### src/rtl/stft_frame_seq_pkg.sv
// Shared definitions for the STFT frame sequencer: state encoding and default sizing.
// Outputs are registered from the next state, so every output is a pure function of state_t.
package stft_frame_seq_pkg;

   localparam int DEF_NUM_FRAMES = 32;
   localparam int DEF_FRAME_WL   = 8;
   localparam int DEF_COPY_TMO   = 64;
   localparam int DEF_TMO_WL     = 7;

   typedef enum logic [2:0] {
      ST_IDLE      = 3'd0,
      ST_CLR_COPY  = 3'd1,
      ST_COPY      = 3'd2,
      ST_CALC_GO   = 3'd3,
      ST_CALC_WAIT = 3'd4,
      ST_NEXT      = 3'd5,
      ST_FIN       = 3'd6,
      ST_ERR       = 3'd7
   } state_t;

   // FIN is deliberately excluded: busy drops on the same edge done rises.
   function automatic logic is_busy_state(input state_t s);
      return (s == ST_CLR_COPY) || (s == ST_COPY) || (s == ST_CALC_GO) ||
             (s == ST_CALC_WAIT) || (s == ST_NEXT);
   endfunction

endpackage

### src/rtl/stft_frame_seq_if.sv
// Control/handshake bundle between the frame sequencer, its host, the copy unit and the compute engine.
interface stft_frame_seq_if #(
   parameter int FRAME_WL = stft_frame_seq_pkg::DEF_FRAME_WL
);
   logic                clr;
   logic                start;
   logic                busy;
   logic                done;
   logic                err;
   logic                copy_clr;
   logic                copy_en;
   logic                copy_done;
   logic                calc_start;
   logic                calc_done;
   logic                mem0_bank;
   logic [FRAME_WL-1:0] frame_idx;

   modport master (
      output clr, start, copy_done, calc_done,
      input  busy, done, err, copy_clr, copy_en, calc_start, mem0_bank, frame_idx
   );

   modport slave (
      input  clr, start, copy_done, calc_done,
      output busy, done, err, copy_clr, copy_en, calc_start, mem0_bank, frame_idx
   );
endinterface

### src/rtl/stft_frame_seq_counter.sv
// Enable/clear up-counter; clear has priority over enable.
module stft_frame_seq_counter #(
   parameter int WL = 8
) (
   input  logic          clk,
   input  logic          rst_n,
   input  logic          clr,
   input  logic          en,
   output logic [WL-1:0] count
);

   logic [WL-1:0] count_reg;

   always_ff @(posedge clk or negedge rst_n) begin
      if (!rst_n) begin
         count_reg <= '0;
      end else if (clr) begin
         count_reg <= '0;
      end else if (en) begin
         count_reg <= count_reg + WL'(1);
      end
   end

   assign count = count_reg;

endmodule

### src/rtl/stft_frame_seq.sv
// Frame-level sequencer: per frame clear+run the mem0->mem1 copy, then launch compute and wait,
// ping-ponging the mem0 bank and guarding the copy phase with a timeout.
module stft_frame_seq
   import stft_frame_seq_pkg::*;
#(
   parameter int NUM_FRAMES = DEF_NUM_FRAMES,
   parameter int FRAME_WL   = DEF_FRAME_WL,
   parameter int COPY_TMO   = DEF_COPY_TMO,
   parameter int TMO_WL     = DEF_TMO_WL
) (
   input logic              clk,
   input logic              rst_n,
   stft_frame_seq_if.slave  bus
);

   localparam logic [FRAME_WL-1:0] LAST_IDX = FRAME_WL'(NUM_FRAMES - 1);
   localparam logic [TMO_WL-1:0]   TMO_LAST = TMO_WL'(COPY_TMO - 1);

   state_t              state_reg;
   state_t              state_next;
   logic                start_acc;
   logic                last_frame;
   logic                advance;
   logic [FRAME_WL-1:0] frame_idx;
   logic [TMO_WL-1:0]   tmo_cnt;
   logic                bank_reg;

   logic busy_reg,       busy_next;
   logic done_reg,       done_next;
   logic err_reg,        err_next;
   logic copy_clr_reg,   copy_clr_next;
   logic copy_en_reg,    copy_en_next;
   logic calc_start_reg, calc_start_next;

   assign start_acc  = bus.start && !bus.clr && ((state_reg == ST_IDLE) || (state_reg == ST_ERR));
   assign last_frame = (frame_idx == LAST_IDX);
   // Terminal compare gates the increment, so the index never wraps past the last frame.
   assign advance    = (state_reg == ST_NEXT) && !last_frame;

   stft_frame_seq_counter #(.WL(FRAME_WL)) frame_cnt (
      .clk   (clk),
      .rst_n (rst_n),
      .clr   (bus.clr || start_acc),
      .en    (advance),
      .count (frame_idx)
   );

   stft_frame_seq_counter #(.WL(TMO_WL)) tmo_counter (
      .clk   (clk),
      .rst_n (rst_n),
      .clr   (bus.clr || (state_reg == ST_CLR_COPY)),
      .en    (state_reg == ST_COPY),
      .count (tmo_cnt)
   );

   always_ff @(posedge clk or negedge rst_n) begin
      if (!rst_n) begin
         bank_reg <= 1'b0;
      end else if (bus.clr || start_acc) begin
         bank_reg <= 1'b0;
      end else if (advance) begin
         bank_reg <= ~bank_reg;
      end
   end

   always_ff @(posedge clk or negedge rst_n) begin
      if (!rst_n) begin
         state_reg      <= ST_IDLE;
         busy_reg       <= 1'b0;
         done_reg       <= 1'b0;
         err_reg        <= 1'b0;
         copy_clr_reg   <= 1'b0;
         copy_en_reg    <= 1'b0;
         calc_start_reg <= 1'b0;
      end else begin
         state_reg      <= state_next;
         busy_reg       <= busy_next;
         done_reg       <= done_next;
         err_reg        <= err_next;
         copy_clr_reg   <= copy_clr_next;
         copy_en_reg    <= copy_en_next;
         calc_start_reg <= calc_start_next;
      end
   end

   always_comb begin
      state_next      = state_reg;
      busy_next       = 1'b0;
      done_next       = 1'b0;
      err_next        = 1'b0;
      copy_clr_next   = 1'b0;
      copy_en_next    = 1'b0;
      calc_start_next = 1'b0;

      case (state_reg)
         ST_IDLE, ST_ERR: begin
            if (bus.start) state_next = ST_CLR_COPY;
         end
         // copy_done may still be high from the previous frame here; it is not looked at.
         ST_CLR_COPY: state_next = ST_COPY;
         ST_COPY: begin
            if (bus.copy_done)           state_next = ST_CALC_GO;
            else if (tmo_cnt == TMO_LAST) state_next = ST_ERR;
         end
         ST_CALC_GO: state_next = ST_CALC_WAIT;
         ST_CALC_WAIT: begin
            if (bus.calc_done) state_next = ST_NEXT;
         end
         ST_NEXT: state_next = last_frame ? ST_FIN : ST_CLR_COPY;
         ST_FIN:  state_next = ST_IDLE;
      endcase

      if (bus.clr) state_next = ST_IDLE;

      busy_next       = is_busy_state(state_next);
      done_next       = (state_next == ST_FIN);
      err_next        = (state_next == ST_ERR);
      copy_clr_next   = (state_next == ST_CLR_COPY);
      copy_en_next    = (state_next == ST_COPY);
      calc_start_next = (state_next == ST_CALC_GO);
   end

   assign bus.busy       = busy_reg;
   assign bus.done       = done_reg;
   assign bus.err        = err_reg;
   assign bus.copy_clr   = copy_clr_reg;
   assign bus.copy_en    = copy_en_reg;
   assign bus.calc_start = calc_start_reg;
   assign bus.mem0_bank  = bank_reg;
   assign bus.frame_idx  = frame_idx;

endmodule

### src/flat_wrapper.sv
// flat-port wrapper written by rule: the top's interface ports become plain ports
module stft_frame_seq_flat import stft_frame_seq_pkg::*;
#(
   parameter int NUM_FRAMES = DEF_NUM_FRAMES,
   parameter int FRAME_WL   = DEF_FRAME_WL,
   parameter int COPY_TMO   = DEF_COPY_TMO,
   parameter int TMO_WL     = DEF_TMO_WL
)
  (clk, rst_n, bus_clr, bus_start, bus_copy_done, bus_calc_done, bus_busy, bus_done, bus_err, bus_copy_clr, bus_copy_en, bus_calc_start, bus_mem0_bank, bus_frame_idx);
  stft_frame_seq_if #(.FRAME_WL(FRAME_WL)) bus_i ();
  input logic clk;
  input logic rst_n;
  input wire logic [$bits(bus_i.clr)-1:0] bus_clr;
  input wire logic [$bits(bus_i.start)-1:0] bus_start;
  input wire logic [$bits(bus_i.copy_done)-1:0] bus_copy_done;
  input wire logic [$bits(bus_i.calc_done)-1:0] bus_calc_done;
  output wire logic [$bits(bus_i.busy)-1:0] bus_busy;
  output wire logic [$bits(bus_i.done)-1:0] bus_done;
  output wire logic [$bits(bus_i.err)-1:0] bus_err;
  output wire logic [$bits(bus_i.copy_clr)-1:0] bus_copy_clr;
  output wire logic [$bits(bus_i.copy_en)-1:0] bus_copy_en;
  output wire logic [$bits(bus_i.calc_start)-1:0] bus_calc_start;
  output wire logic [$bits(bus_i.mem0_bank)-1:0] bus_mem0_bank;
  output wire logic [$bits(bus_i.frame_idx)-1:0] bus_frame_idx;
  assign bus_i.clr = bus_clr;
  assign bus_i.start = bus_start;
  assign bus_i.copy_done = bus_copy_done;
  assign bus_i.calc_done = bus_calc_done;
  assign bus_busy = bus_i.busy;
  assign bus_done = bus_i.done;
  assign bus_err = bus_i.err;
  assign bus_copy_clr = bus_i.copy_clr;
  assign bus_copy_en = bus_i.copy_en;
  assign bus_calc_start = bus_i.calc_start;
  assign bus_mem0_bank = bus_i.mem0_bank;
  assign bus_frame_idx = bus_i.frame_idx;
  stft_frame_seq #(.NUM_FRAMES(NUM_FRAMES), .FRAME_WL(FRAME_WL), .COPY_TMO(COPY_TMO), .TMO_WL(TMO_WL)) u_core (.clk(clk), .rst_n(rst_n), .bus(bus_i));
endmodule
### config.mk
export PLATFORM = sky130hd
export DESIGN_NAME = stft_frame_seq_flat
export DESIGN_NICKNAME = d
export VERILOG_FILES = /design/src/rtl/stft_frame_seq_pkg.sv /design/src/rtl/stft_frame_seq_if.sv /design/src/rtl/stft_frame_seq_counter.sv /design/src/rtl/stft_frame_seq.sv /design/src/flat_wrapper.sv
export SDC_FILE = /design/constraint.sdc
export NUM_CORES = 1
export LEC_CHECK = 0
export BUFFER_PORTS_ARGS = -buffer_cell sky130_fd_sc_hd__buf_4
export CORE_UTILIZATION = 49
export DETAILED_ROUTE_END_ITERATION = 8
export GPL_ROUTABILITY_DRIVEN = 0
export GPL_TIMING_DRIVEN = 0
export HOLD_SLACK_MARGIN = 0.15
export PLACE_DENSITY_LB_ADDON = 0.2
export SYNTH_ARGS = -nofsm -noshare
export SYNTH_HDL_FRONTEND = slang
export SYNTH_SLANG_ARGS = --single-unit
### constraint.sdc
create_clock -name clk -period 1.7 [get_ports clk]
set_input_delay 0.17 -clock clk [delete_from_list [all_inputs] [get_ports clk]]
set_output_delay 0.17 -clock clk [all_outputs]
set_load 0.03 [all_outputs]
==> impl_metrics.toml <==
[run_status]
outcome = "finished, violations left"
violations = "setup timing"

[placement]
port_buffers = 20
place_area_um2 = 1525
hpwl_um = 1871

[min_path]
hold_path_class = "input port to flip-flop"
holdCritStartpoint = "bus_start"

[floorplanning]
rows = 18
die_h_um = 53.88
die_width_um = 53.88
design.core.area_um2 = 2500
ios = 21
die_area_um2 = 2903
start_util = 0.5275

[logic_synthesis]
ys_ff_latch = 25
synth_cell_types = 43
avgSynthCellArea_um2 = 10.14
ys_seq_area_frac = 0.4744
synth_edf_count = 0
syn_area_um2 = 1319
yosys_warnings = 0
syn_inst = 130
syn_nets = 138
synthFlopType = "dfrtp_1"
synthArstFlopShare = 1.000

[final_layout]
num_antenna_cells = 0
drive_gt1_frac = 0.3801
nNetsFinal = 180
largest_register_ffs = 8
finalCoreUtilization = 0.7107
syn_to_final_growth_pct = 34.72
fin_area_um2 = 1777

[clocking]
clkLatencyLatePin_ns = 0.30
htree_levels = 1
cts_inserted_buffers = 3
cts.sinks = 25
clockBufferDepth = 2
cts_tree = "yes"
path_clk_slew_ns = 0.13
cts_root_buffer = "clkbuf_4"

[pwr]
peakVddDrop_uv = 1204
power_density_nw_per_um2 = 1199
p_leak_nw = 0.7836

[detailed_routing]
drt_iter0_markers = 17
drcViolationCount = 0
vias = 1104
drt_first_pass_iters = 4
wirelength_um = 2849
ant_nets = 0
viasPerCell = 5.493
wl_per_cell_um = 14.17

[timing]
hold_violations = 0
final_max_slew_viol_count = 0
tightestPinTransition_ns = 0.4871
layout_setup_ws_ns = -0.04034
setup_viol = 4
rsz0062_at_grt = "yes"
slew_headroom = 0.6746
fmax_mhz = 574.6
period_needed_ns = 1.740
period_share = 1.024
skew_ns = 0.001416

[grt]
grt_antenna_before_repair = 0
grt_max_degree = 26
grt_pass1_wl_um = 4243
grt_use_total = 0.2062
grt_pass1_vias = 983
grt_remaining_overflow = 0

[setup_path]
end_kind = "flip-flop"
required_ns = 1.91
rr_startpoint = "u_core.state_reg[0]$_DFF_PN0_"
max_stage_delay_ns = 0.41
arrival_ns = 1.95
path_cells = "or3b_1 > buf_6 > o41ai_4 > o2bb2ai_2 > nand3_2 > o21a_1"
critPathLaunch = "u_core.state_reg[0]$_DFF_PN0_"
crit_path_start_kind = "flip-flop"
cp_slowest_cell = "dfrtp_1"
worst-r2r-setup-slack_ns = -0.04
endpoint = "u_core.bus.busy$_DFF_PN0_"
crit_type = "flip-flop to flip-flop"
cp_max_fo = 4
reg2reg_depth = 6
r2r-end = "u_core.bus.busy$_DFF_PN0_"

[flow_run]
max_cap_viol_count = 0
==> kinds of logic (layout without fill, tap and decap cells) <==
| group | Yosys count | after routing | synth area share |
|---|---|---|---|
| AOI/OAI and AO/OA | 21 | 21 | 0.1252 |
| xor gates and xnor gates | 12 | 12 | 0.07970 |
| adders and majority gates | 2 | 2 | 0.01897 |
| buffers and inverters | 7 | 48 | 0.03700 |
| DFF | 25 | 25 | 0.4744 |
| muxes | 1 | 1 | 0.007590 |
| and+or+nand+nor | 62 | 62 | 0.2571 |
==> layout by cell type (no fill, tap or decap), types with 2 or more instances in the layout <==
cell type / n
a21oi_1: 3
and3_1: 4
buf_4: 37
buf_6: 4
clkbuf_4: 3
dfrtp_1: 23
dfrtp_2: 2
dlygate4sd3_1: 2
nand2_1: 10
nand2b_1: 2
nand3b_1: 3
nand4_1: 3
nor2_1: 22
nor3_1: 2
o21a_1: 2
o21ai_0: 3
o21bai_1: 2
xnor2_1: 6
xor2_1: 6
==> per-stage QoR <==
step	TNS, ns	setup WS [ns]	std cells	power [mW]	hold WS (ns)
after floorplan	-0.4531	-0.1125	130	1.392	-0.1256
final	-0.1081	-0.04034	201	2.130	0.2199
after global placement	-0.6047	-0.1342	180	1.582	0.08689
after global routing	-0.4663	-0.1127	201	2.266	0.2183
after CTS	-0.2225	-0.08957	194	1.941	0.1833
after detailed placement	-0.8936	-0.1493	180	1.607	0.09502
==> how the worst min path moves through the flow <==
stage | to | slack (ns) | depth (start not counted)
after floorplan | u_core.bus.busy$_DFF_PN0_ | -0.13 | 0
after global placement | u_core.tmo_counter.count[5]$_DFFE_PN0P_ | 0.09 | 1
final | u_core.bus.err$_DFF_PN0_ | 0.22 | 4
after detailed placement | u_core.tmo_counter.count[3]$_DFFE_PN0P_ | 0.1 | 1
after CTS | u_core.state_reg[2]$_DFF_PN0_ | 0.18 | 4
after global routing | u_core.bus.err$_DFF_PN0_ | 0.22 | 4
==> layer usage <==
layer  track usage  vias up  wire (µm)
met3       0.03672        4         76
li1              -      536          -
met2        0.3642       18       1441
met4       0.05263        0         27
met1        0.2562      546       1305
met5             0        -          0
==> worst max-delay path: cells and delay by family, from the launching register on <==
kind,cells,cell delay (ns)
AOI/OAI and AO/OA,3,0.58
buffers and inverters,1,0.14
DFF,1,0.41
and+or+nand+nor,2,0.52
==> report_power, final <==
| part | internal [mW] | total [mW] | switching [mW] |
|---|---|---|---|
| clock | 0.0915 | 0.255 | 0.163 |
| combinational | 0.540 | 1.16 | 0.616 |
| sequential | 0.678 | 0.719 | 0.0410 |
| total | 1.31 | 2.13 | 0.820 |
==> area by class of cell <==
type,count,area [µm²]
tap,30,37.54
clock buffer,4,26.28
timing repair buffer,39,301.5
fill,207,723.2
sequential,25,628.1
buffer,4,41.29
multi-input combinational,98,735.7
inverter,1,6.256
==> what timing repair did <==
action                                 in CTS  in global routing
setup endpoints to repair                  12                 16
gates resized for setup                     4                 15
pin swaps                                   8                 15
hold buffers                                2                  0
endpoints found under the hold margin      27                  0
setup buffers                               9                  8
==> cell usage after synthesis, types with 3 or more instances <==
library cell	instances	area [µm²]
nand3b_1	3	22.52
xor2_1	6	52.55
nand4_1	3	18.77
o21bai_1	3	22.52
buf_4	4	30.03
dfrtp_1	25	625.6
nor2_1	23	86.33
o21ai_0	3	15.01
xnor2_1	6	52.55
and3_1	4	25.02
a21oi_1	3	15.01
nand2_1	10	37.54
No activity file was read; power rests on OpenSTA's default activity.
